===== src/rtl/lfsr_rng_arbiter.sv =====
// Shared LFSR random-number source, handed out one word per grant to N_REQ requesters
// in round-robin order. Reseeding restarts a warm-up phase during which nothing is granted.
module lfsr_rng_arbiter #(
  parameter int              WIDTH         = 32,
  parameter logic [WIDTH-1:0] SEED         = WIDTH'(34489738),
  parameter logic [WIDTH-1:0] TAP          = WIDTH'(32'h80000032),
  parameter int              N_REQ         = 4,
  parameter int              WARMUP_CYCLES = 16
) (
  input  logic             clk,
  input  logic             n_rst,
  input  logic [N_REQ-1:0] req,
  output logic [N_REQ-1:0] gnt,
  output logic             rnd_valid,
  output logic [WIDTH-1:0] rnd_data,
  input  logic             seed_load,
  input  logic [WIDTH-1:0] seed_value,
  output logic             busy
);

  localparam int PW = $clog2(N_REQ);
  localparam int CW = (WARMUP_CYCLES > 0) ? $clog2(WARMUP_CYCLES + 1) : 1;
  localparam logic [CW-1:0] CNT_INIT = CW'(WARMUP_CYCLES);

  localparam logic [0:0] ST_WARMUP = 1'b0;
  localparam logic [0:0] ST_SERVE  = 1'b1;
  // Where reset and reseed land: skip WARMUP entirely when no warm-up is configured.
  localparam logic [0:0] ST_START  = (WARMUP_CYCLES > 0) ? ST_WARMUP : ST_SERVE;

  logic [0:0]       fsm_q, fsm_d;
  logic [WIDTH-1:0] lfsr_q, lfsr_d, lfsr_step;
  logic [PW-1:0]    ptr_q, ptr_d;
  logic [CW-1:0]    cnt_q, cnt_d;
  logic [N_REQ-1:0] gnt_q, gnt_d;
  logic             valid_q, valid_d;
  logic [WIDTH-1:0] data_q, data_d;

  assign lfsr_step = {lfsr_q[WIDTH-2:0], ^(lfsr_q & TAP)};

  // Round-robin pick: lowest request at or above ptr, else lowest request overall.
  logic [N_REQ-1:0] mask_hi, req_hi;
  logic [PW-1:0]    hi_idx, lo_idx, win_idx, ptr_nxt;
  logic             hi_found;

  assign mask_hi = ~((N_REQ'(1) << ptr_q) - N_REQ'(1));
  assign req_hi  = req & mask_hi;

  always_comb begin
    hi_found = 1'b0;
    hi_idx   = '0;
    lo_idx   = '0;
    for (int i = N_REQ - 1; i >= 0; i--) begin
      if (req_hi[i]) begin
        hi_found = 1'b1;
        hi_idx   = PW'(i);
      end
      if (req[i]) lo_idx = PW'(i);
    end
  end

  assign win_idx = hi_found ? hi_idx : lo_idx;
  assign ptr_nxt = (win_idx == PW'(N_REQ - 1)) ? '0 : win_idx + PW'(1);

  always_comb begin
    fsm_d   = fsm_q;
    lfsr_d  = lfsr_q;
    ptr_d   = ptr_q;
    cnt_d   = cnt_q;
    gnt_d   = '0;
    valid_d = 1'b0;
    data_d  = data_q;
    if (seed_load) begin
      lfsr_d = (seed_value == '0) ? SEED : seed_value;
      cnt_d  = CNT_INIT;
      fsm_d  = ST_START;
    end else begin
      case (fsm_q)
        ST_WARMUP: begin
          lfsr_d = lfsr_step;
          cnt_d  = cnt_q - CW'(1);
          if (cnt_q <= CW'(1)) fsm_d = ST_SERVE;
        end
        default: begin
          if (|req) begin
            gnt_d   = N_REQ'(1) << win_idx;
            valid_d = 1'b1;
            data_d  = lfsr_q;
            lfsr_d  = lfsr_step;
            ptr_d   = ptr_nxt;
          end
        end
      endcase
    end
  end

  always_ff @(posedge clk or negedge n_rst) begin
    if (!n_rst) begin
      fsm_q   <= ST_START;
      lfsr_q  <= SEED;
      ptr_q   <= '0;
      cnt_q   <= CNT_INIT;
      gnt_q   <= '0;
      valid_q <= 1'b0;
      data_q  <= '0;
    end else begin
      fsm_q   <= fsm_d;
      lfsr_q  <= lfsr_d;
      ptr_q   <= ptr_d;
      cnt_q   <= cnt_d;
      gnt_q   <= gnt_d;
      valid_q <= valid_d;
      data_q  <= data_d;
    end
  end

  assign gnt       = gnt_q;
  assign rnd_valid = valid_q;
  assign rnd_data  = data_q;
  assign busy      = (fsm_q == ST_WARMUP);

  a_gnt_onehot0 : assert property (@(posedge clk) disable iff (!n_rst) $onehot0(gnt_q));
  a_valid_gnt   : assert property (@(posedge clk) disable iff (!n_rst) valid_q == (|gnt_q));
  a_lfsr_nz     : assert property (@(posedge clk) disable iff (!n_rst) lfsr_q != '0);

endmodule


===== config.mk =====
export PLATFORM = sky130hd
export DESIGN_NAME = lfsr_rng_arbiter
export DESIGN_NICKNAME = d
export VERILOG_FILES = /design/src/rtl/lfsr_rng_arbiter.sv
export SDC_FILE = /design/constraint.sdc
export NUM_CORES = 1
export LEC_CHECK = 0
export ABC_AREA = 1
export ABC_CLOCK_PERIOD_IN_PS = 3700
export BUFFER_PORTS_ARGS = -buffer_cell sky130_fd_sc_hd__buf_4
export CORE_ASPECT_RATIO = 1.5
export CORE_MARGIN = 10
export CORE_UTILIZATION = 50
export DETAILED_ROUTE_END_ITERATION = 8
export GPL_TIMING_DRIVEN = 0
export PLACE_DENSITY = 0.81
export SYNTH_ARGS = -nofsm -noshare
export SYNTH_HDL_FRONTEND = slang
export SYNTH_SLANG_ARGS = --single-unit

===== constraint.sdc =====
create_clock -name clk -period 3.7 [get_ports clk]
set_clock_uncertainty 0.05 [all_clocks]
set_input_delay 0.37 -clock clk [delete_from_list [all_inputs] [get_ports clk]]
set_output_delay 0.37 -clock clk [all_outputs]
set_load 0.1 [all_outputs]

* Word-level counts from Yosys, hierarchy flattened
Index checks and enable logic that the tools add are counted.
Storage, ports and cells: flip-flop bits (word level) 77, input bits 39, output and inout bits 38
Cells by class: add/subtract/negate cells 3, magnitude comparators 1, equal/unequal tests 3, shift-type cells 2, multiplexer cells 29, bitwise logic cells 4, reductions and logical operators 4
Operators with widths (count):
- 2-to-1 mux 32 bit | 4
- logical NOT 32 bit | 1
- XOR reduction 32 bit | 1
- 2-to-1 mux 2 bit | 10
- 2-to-1 mux 4 bit | 3
- 2-to-1 mux 1 bit | 10
- 2-to-1 mux 5 bit | 2
- left shift 1 x 2 -> 4 bit, first input constant | 2
- less-or-equal comparator 5 x 1 -> 1 bit, second input constant | 1
- subtractor 5 x 1 -> 5 bit, second input constant | 1
- bitwise AND 4 bit | 1
- NOT 4 bit | 1
- OR reduction 4 bit | 1
- subtractor 4 x 2 -> 4 bit, second input constant | 1
- inequality test 3 x 2 -> 1 bit, second input constant | 1
- AND reduction 3 bit | 1
- adder 2 x 1 -> 2 bit, second input constant | 1
- equality test 2 bit, second input constant | 1
- inequality test 2 bit, second input constant | 1
- NOT 1 bit | 2

* Longest topological paths before layout
Gate-level depths: netlist of the first run.
depth in word-level cells 13, mapped depth 9, gate-level depth less buffers 9

* Least setup slack after synthesis of the first run
No wires, ideal clock.
path type flip-flop to flip-flop, from reg fsm_q, to reg cnt_q[3], arrival time 1.317 ns, required time 3.515 ns, slack 2.197 ns, stages on the path, launching flop included 5, path buffers 0, clock period less this slack 1.503 ns, path through dfrtp_1 > inv_1 > nand2_1 > nor2_1 > nor3_1
On the way: longest elaborated chain between the ends 1
Ends and longest elaborated chain:
- start: declaration | RTL line 30 | logic [0:0] fsm_q, fsm_d;
- start signal: assignment | RTL line 106 | fsm_q <= fsm_d;
- inequality test 2 bit (no line)
- end signal: assignment | RTL line 109 | cnt_q <= cnt_d;
- end: declaration | RTL line 33 | logic [CW-1:0] cnt_q, cnt_d;
No other way between the ends. A chain may end at the register's enable or synchronous reset.

* Final worst setup path of the first run
from reg ptr_q[1], to reg ptr_q[1]
On the way: longest elaborated chain between the ends 11, elaborated cells on any way between the ends 16, those cells by class 2 x add/sub; 1 x eq/ne; 1 x shift; 10 x mux; 2 x bitwise
Ends and longest elaborated chain:
- start: declaration | RTL line 32 | logic [PW-1:0] ptr_q, ptr_d;
- start signal: assignment | RTL line 108 | ptr_q <= ptr_d;
- left shift 1 x 2 -> 4 bit * | RTL line 45 | assign mask_hi = ~((N_REQ'(1) << ptr_q) - N_REQ'(1));
- subtractor 4 x 2 -> 4 bit * | RTL line 45
- NOT 4 bit * | RTL line 45
- bitwise AND 4 bit * | RTL line 46 | assign req_hi = req & mask_hi;
- 2-to-1 mux 2 bit / 2-to-1 mux 1 bit (equally long branches) (4 in series) | RTL line 53 | if (req_hi[i]) begin
- 2-to-1 mux 2 bit * | RTL line 61 | assign win_idx = hi_found ? hi_idx : lo_idx;
- adder 2 x 1 -> 2 bit / equality test 2 bit (equally long branches) | RTL line 62 | assign ptr_nxt = (win_idx == PW'(N_REQ - 1)) ? '0 : win_idx + PW'(1);
- 2-to-1 mux 2 bit * | RTL line 62
- via ptr_nxt[1] | RTL line 42 | logic [PW-1:0] hi_idx, lo_idx, win_idx, ptr_nxt;
Mark *: on every way through the listed nets, which the timed path passes. The rest lies on a longest branch.

==> reports/summary.txt, run 1 <==
Status: complete, no violations
Hold buffers post-CTS: 0
Synthesized net count: 479
Port Buffers: 75
Hold WC Path Type: input port to async pin
Die W: 92.0 µm
Count of unique library cells instantiated by Yosys: 24
Post-Place Cells: 611
Vias in the first global route: 3485
FMAX: 554 MHz
H-tree depth: 3
Clock Tree Buf Depth: 2
Largest net degree at the start of global routing: 78
Reg clk slew, reported paths: 0.06 ns
Leak: 2.48 nW
# resized after CTS: 0
Number of core rows: 39
Initial Util: 51.0%
Synth Register Bits: 77
Setup TNS Final: 0 ns
Commonest non-fill, non-tap cell in the layout: nand2_1
Final Setup Violations: 0
Area of the multi-input gates: 0.00159 mm²
Drt pass-1 iters: 4
Worst Tran Pin Value: 0.965 ns
Total GRT Usage: 17.7%
VDD IR-drop max: 502 µV
Core area: 0.00761 mm²
Fin cells: 627
Worst hold slack: 0.118 ns
Ports: 77
Most common flop cell mapped by yosys: dfrtp_1
Cells after Synth: 434
Crit share post-route: 48.8%
CP Launch Type: flip-flop
Wirelength per Cell: 16.3 µm
WP data arrival: 1.99 ns
Setup repair bufs after CTS: 0
TritonCTS clock tree: done
RSZ-0062 raised after global routing: false
Global-route wire length before repair: 16600 µm
Hpwl dp: 7550 µm
Register Area: 0.00194 mm²
Fin crit period: 1.81 ns
Area growth, synth to finish: 24.8%
Worst-path fanout max: 4
Filler cell count: 639
Root buffer cell: clkbuf_16
Die area: 0.0118 mm²
Layout Nets: 565
Rel. slew slack: 35.7%
Total power draw: 4.15 mW
Number of max-cap violations: 0
Iteration-0 DRC Markers: 176
EDFF count, synth: 0
PwrDens: 856 mW/mm²
Seq/Total Area, Yosys: 50.0%
Num CTS Buffers: 9
Cell area after synthesis: 0.00388 mm²
Clk sinks: 77
Clock latency on the worst-skew pair: 0.34 ns
CP Capture Type: flip-flop
Yosys warning count: 0
Async SR Flop Fraction: 100%
Die Ht: 128 µm
Initial antenna violation count: 0
Commonest cells after routing, fill and taps aside: nand2_1 (126), buf_4 (77), dfrtp_1 (66)
Fin. Hold Viols: 0
Drc violations: 0
Post-synthesis average cell area: 8.95 µm²
GPL Wtd Cong: 0.850
CP Class: flip-flop to flip-flop
Final WL: 10200 µm
Final Max Tran Viols: 0
Worst Path Required: 3.88 ns
Vias per inst: 5.18
GRT overflow: 0
# diodes: 0
Via count: 3246
Detail Route Antenna Nets: 0
Share of post-route cells with drive strength above 1: 32.4%
[where the power goes]
part	leakage (nW)	switching [mW]	total [mW]	internal [mW]
Sequential	0.947	0.144	1.23	1.09
Clock	0.137	0.325	0.814	0.489
Combinational	1.40	1.64	2.10	0.462
[cells in the mapped netlist (2+ instances only)]
cell / count / share of area (%)
a21oi_1: 36 / 4.6
nand2_4: 2 / 0.58
ha_1: 6 / 1.9
buf_2: 2 / 0.26
buf_6: 11 / 3.2
a22oi_2: 21 / 6.8
nor3_1: 4 / 0.52
nand3_1: 3 / 0.39
o21ai_2: 27 / 6.1
dfrtp_1: 66 / 43
inv_1: 44 / 4.3
buf_4: 2 / 0.39
nor2_8: 2 / 1.0
o21ai_0: 16 / 2.1
dfstp_2: 11 / 7.4
nand2_1: 126 / 12
clkbuf_1: 4 / 0.39
nor2_1: 45 / 4.3
[worst paths after layout]
| kind | start | to | slack (ns) | cells after the start |
|---|---|---|---|---|
| min reg2reg | lfsr_q[7]$_DFFE_PN1P_ | lfsr_q[7]$_DFFE_PN1P_ | 0.41 | 2 |
| max | ptr_q[1]$_DFFE_PN0P_ | ptr_q[1]$_DFFE_PN0P_ | 1.89 | 8 |
| min in group clk | seed_value[28] | lfsr_q[28]$_DFFE_PN0P_ | 0.24 | 3 |
| max reg2reg | ptr_q[1]$_DFFE_PN0P_ | ptr_q[1]$_DFFE_PN0P_ | 1.89 | 8 |
| min | n_rst | rnd_data[12]$_DFFE_PN0P_ | 0.12 | 1 |
| max in group asynchronous | n_rst | lfsr_q[22]$_DFFE_PN0P_ | 2.83 | 1 |
[area by class of cell]
type | instances | share of cell area (%)
buffer | 19 | 3.38
tap | 102 | 2.63
inverter | 47 | 3.84
timing repair buffer | 75 | 11.6
multi-input combinational | 291 | 32.9
clock buffer | 14 | 5.44
clock inverter | 2 | 0.206
sequential | 77 | 40.0
[logic make-up (layout without fill, tap and decap cells)]
kind of cell    count (synthesis)  in the layout  synth area share, %
simple gates                  183            183                 19.2
buf+inv                        66            157                 9.02
compound gates                102            102                 19.9
fa+ha+maj                       6              6                 1.93
flops                          77             77                 50.0
[critical path, stage by stage (launching register included)]
cell and delay (ns):
dfrtp_1 0.41, nand2_1 0.09, a21oi_1 0.19, inv_1 0.07, o21ai_0 0.35, inv_1 0.12
ha_1 0.29, nand2_1 0.08, nand2_1 0.06
[per-stage QoR]
stage               instance area [µm²]  utilization [%]  setup slack, ns
global route                       4850             63.7             1.78
CTS                                4850             63.7             1.87
global placement                   4580             60.1             1.95
finish                             4850             63.7             1.89
detailed placement                 4580             60.1             1.85
floorplan                          3880                -             2.20
[registers in the layout, indices dropped and copies added (netlist names)]
register,cells
lfsr_q,32
cnt_q,5
rnd_data,32
rnd_valid,1
ptr_q,2
fsm_q,1
gnt,4
[routing by layer]
layer | GRT usage, % | share of wire, %
met5 | 0 | 0
met1 | 18.5 | 38
met3 | 4.10 | 5.9
met4 | 11.2 | 2.6
met2 | 31.3 | 53
Note: power is estimated with default switching activity, not from simulation.
==> run 2, diff against run 1 <==
Settings changed: ABC_AREA 1 to 0, ABC_CLOCK_PERIOD_IN_PS 3700 to 1600, CORE_UTILIZATION 50 to 49, PLACE_DENSITY 0.81 to 0.84.
Clock period 3.7 ns to 1.6 ns, I/O delays scaled along.
==> reports/summary.txt, run 2 <==
Status: finished, violations left (was complete, no violations)
Failing checks: setup timing
Xor and xnor area share after synthesis: 1.78% (was 0%)
Share of the synthesized area in the top cell type: 47.9% (was 42.5%)
CP Launch Type: flip-flop (unchanged)
Async SR Flop Fraction: 100% (unchanged)
Mux cell area share after synthesis: 17.5% (was 0%)
Worst-path fanout max: 6 (was 4)
Commonest non-fill, non-tap cell in the layout: buf_4 (was nand2_1)
CP Capture Type: flip-flop (unchanged)
Crit-path cells: mux2i_1 -> a211oi_2 -> ha_1 -> mux2_4 (was nand2_1 -> a21oi_1 -> inv_1 -> o21ai_0 -> inv_1 -> ha_1 -> nand2_1 -> nand2_1)
H-tree depth: 3 (unchanged)
Fin cells: 458 (was 627)
Rel. slew slack: 37.7% (was 35.7%)
Num CTS Buffers: 9 (unchanged)
WP data arrival: 1.86 ns (was 1.99 ns)
R2R depth: 4 (was 8)
Via count: 2532 (was 3246)
Ports: 77 (unchanged)
Most common flop cell mapped by yosys: dfrtp_1 (unchanged)
Final WL: 8550 µm (was 10200 µm)
Detail Route Antenna Nets: 0 (unchanged)
Clk sinks: 77 (unchanged)
WHS Endpoint: lfsr_q[3]$_DFFE_PN1P_
Worst flop-to-flop path startpoint: ptr_q[1]$_DFFE_PN0P_ (unchanged)
Count of unique library cells instantiated by Yosys: 33 (was 24)
Cells after Synth: 284 (was 434)
Synth Register Bits: 77 (unchanged)
Drc violations: 0 (unchanged)
CP Class: flip-flop to flip-flop (unchanged)
CP max stage cell: dfrtp_2 (was dfrtp_1)
Fin crit period: 1.67 ns (was 1.81 ns)
CP delay by family, top: flip-flops (was compound AO/OA/AOI/OAI gates)
Fin. Hold Viols: 0 (unchanged)
Buf+Inv Stages, Crit Path: 0 (was 2)
Die Ht: 123 µm (was 128 µm)
Iteration-0 DRC Markers: 155 (was 176)
Yosys top cell by area: dfrtp_1 (unchanged)
Initial Util: 50.3% (was 51.0%)
Filler cell count: 557 (was 639)
GRT overflow: 0 (unchanged)
Hpwl dp: 6150 µm (was 7550 µm)
Global-route wire length before repair: 13300 µm (was 16600 µm)
Most frequent cell after synthesis: dfrtp_1 (was nand2_1)
Clock latency on the worst-skew pair: 0.36 ns (was 0.34 ns)
VDD IR-drop max: 1270 µV (was 502 µV)
Seq/Total Area, Yosys: 56.3% (was 50.0%)
Hold path cells: 2
Final Max Tran Viols: 0 (unchanged)
Finished Cell Area: 0.00439 mm² (was 0.00485 mm²)
Worst Path Required: 1.79 ns (was 3.88 ns)
Crit share post-route: 104% (was 48.8%)
Hold WC Path Type: input port to flip-flop (was input port to async pin)
FMAX: 599 MHz (was 554 MHz)
EDFF count, synth: 0 (unchanged)
Leak: 2.03 nW (was 2.48 nW)
Synthesized net count: 329 (was 479)
Final Setup Violations: 1 (was 0)
Number of max-cap violations: 0 (unchanged)
Post-synthesis average cell area: 12.1 µm² (was 8.95 µm²)
Die area: 0.0109 mm² (was 0.0118 mm²)
Vias per inst: 5.53 (was 5.18)
Vias in the first global route: 2691 (was 3485)
RSZ-0062 raised after global routing: true (was false)
Yosys warning count: 0 (unchanged)
Share of post-route cells with drive strength above 1: 42.6% (was 32.4%)
Worst Tran Pin Value: 0.935 ns (was 0.965 ns)
Reg clk slew, reported paths: 0.07 ns (was 0.06 ns)
Largest net degree at the start of global routing: 78 (unchanged)
Total GRT Usage: 16.0% (was 17.7%)
Place WS: -0.256 ns (was 1.85 ns)
Dpl cell area: 0.00411 mm² (was 0.00458 mm²)
Initial antenna violation count: 0 (unchanged)
Clock Tree Buf Depth: 2 (unchanged)
Setup crit start: ptr_q[1]$_DFFE_PN0P_ (unchanged)
R2R Setup Slk: -0.07 ns (was 1.89 ns)
Post-Place Cells: 437 (was 611)
Drt pass-1 iters: 4 (unchanged)
Number of core rows: 37 (was 39)
# diodes: 0 (unchanged)
Commonest cells after routing, fill and taps aside: buf_4 (82), dfrtp_1 (64), nor2_1 (38) (was nand2_1 (126), buf_4 (77), dfrtp_1 (66))
CP peak stage delay: 0.46 ns (was 0.41 ns)
Layout Nets: 420 (was 565)
Root buffer cell: clkbuf_8 (was clkbuf_16)
Core area: 0.00685 mm² (was 0.00761 mm²)
Top post-synthesis cells by count: dfrtp_1 (66), nor2_1 (38), mux2_2 (28) (was nand2_1 (126), dfrtp_1 (66), nor2_1 (45))
Wirelength per Cell: 18.7 µm (was 16.3 µm)
Worst hold slack: 0.0375 ns (was 0.118 ns)
Post-synthesis simple-gate area fraction: 10.4% (was 19.2%)
Port Buffers: 75 (unchanged)
TritonCTS clock tree: done (unchanged)
Reg-to-reg endpoint: ptr_q[1]$_DFFE_PN0P_ (unchanged)
Area growth, synth to finish: 27.4% (was 24.8%)
PwrDens: 2130 mW/mm² (was 856 mW/mm²)
Setup TNS Final: -0.0701 ns (was 0 ns)
Post-synthesis adder-cell area fraction: 2.18% (was 1.93%)
Die W: 88.5 µm (was 92.0 µm)
Compound-Gate Fraction of Synth Area: 8.17% (was 19.9%)
Top post-synthesis cells by area: dfrtp_1 (48%), mux2_2 (9.1%), dfstp_2 (8.4%), mux2i_1 (6.4%), nor2_1 (4.1%) (was dfrtp_1 (43%), nand2_1 (12%), dfstp_2 (7.4%), a22oi_2 (6.8%), o21ai_2 (6.1%))
Main combinational cell family by area after synthesis: multiplexers (was compound AO/OA/AOI/OAI gates)
Cell area after synthesis: 0.00345 mm² (was 0.00388 mm²)
Hold Path Origin: seed_value[3]
Final WS setup: -0.0701 ns (was 1.89 ns)
GPL Wtd Cong: 0.846 (was 0.850)
==> run 2: changes by cell type in the layout (fill, tap and decap cells not counted), moves of 7 or more <==
cell       previous run  this run
nand2_1             126        11
inv_1                44         4
mux2_2                0        27
o21ai_2              27         1
mux2i_1               0        22
a22oi_2              21         0
o21ai_0              16         3
a21oi_1              36        25
clkbuf_16             9         0
clkbuf_8              2        11
nor4_1                0         9
o221a_1               0         8
buf_6                11         4
nor2_1               45        38
==> run 2: timing repair <==
action | 4_1_cts | 5_1_grt
hold buffers | 1 | 0
gates resized for setup | 7 | 12
buffers inserted | 4 | 0
endpoints found under the hold margin | 66 | 0
pin swaps | 3 | 5
setup endpoints to repair | 34 | 5
==> run 2: final cells by class <==
class                           instances  area [µm²]  share of cell area, %
Clock inverter                          2        10.0                  0.228
Buffer                                 16         109                   2.48
Multi-Input combinational cell        185        1440                   32.8
Inverter                                6        25.0                  0.570
Clock buffer                           14         163                   3.70
Sequential cell                        77        1940                   44.3
Timing Repair Buffer                   80         603                   13.7
Tap cell                               78        97.6                   2.22
==> run 2: metrics by stage <==
step | total power, mW | utilization (%)
2_1_floorplan | 6.85 | -
3_3_place_gp | 7.88 | 60.0
3_5_place_dp | 7.97 | 60.0
4_1_cts | 9.38 | 63.5
5_1_grt | 9.76 | 64.1
6_report | 9.37 | 64.1
==> run 2: kinds of logic (layout without fill, tap and decap cells) <==
| family | Yosys count | count (layout) |
|---|---|---|
| compound gates | 42 | 42 |
| xor+xnor | 7 | 7 |
| fa+ha+maj | 6 | 6 |
| buf+inv | 22 | 118 |
| flops | 77 | 77 |
| mux | 56 | 56 |
| simple gates | 74 | 74 |
==> run 2: layer usage <==
layer	part of all wire, %	track usage [%]	up-vias	routed length, µm
met5	0	0	-	0
met4	2.8	8.52	0	242
met3	4.6	4.51	16	391
met2	54	27.5	73	4600
met1	39	17.4	1265	3320
li1	-	-	1178	-
==> run 2: where the power goes <==
group	internal [mW]	total, mW	switching [mW]	leakage [nW]
combinational	1.28	5.11	3.82	1.03
sequential	2.56	2.95	0.392	0.916
clock	0.645	1.31	0.669	0.0905
==> run 2: how the worst max path moves through the flow <==
stage                                    to  slack [ns]  cells after the start
finish                 ptr_q[1]$_DFFE_PN0P_       -0.07                      4
global route           ptr_q[1]$_DFFE_PN0P_       -0.13                      4
CTS                    ptr_q[1]$_DFFE_PN0P_       -0.03                      4
detailed placement     ptr_q[1]$_DFFE_PN0P_       -0.26                      4
global placement       ptr_q[1]$_DFFE_PN0P_       -0.18                      4
floorplan           rnd_data[0]$_DFFE_PN0P_       -0.33                      4
==> run 2: worst reg2reg max path, cell delays in order (launching register included) <==
cell	delay, ns
dfrtp_2	0.46
mux2i_1	0.16
a211oi_2	0.34
ha_1	0.30
mux2_4	0.26
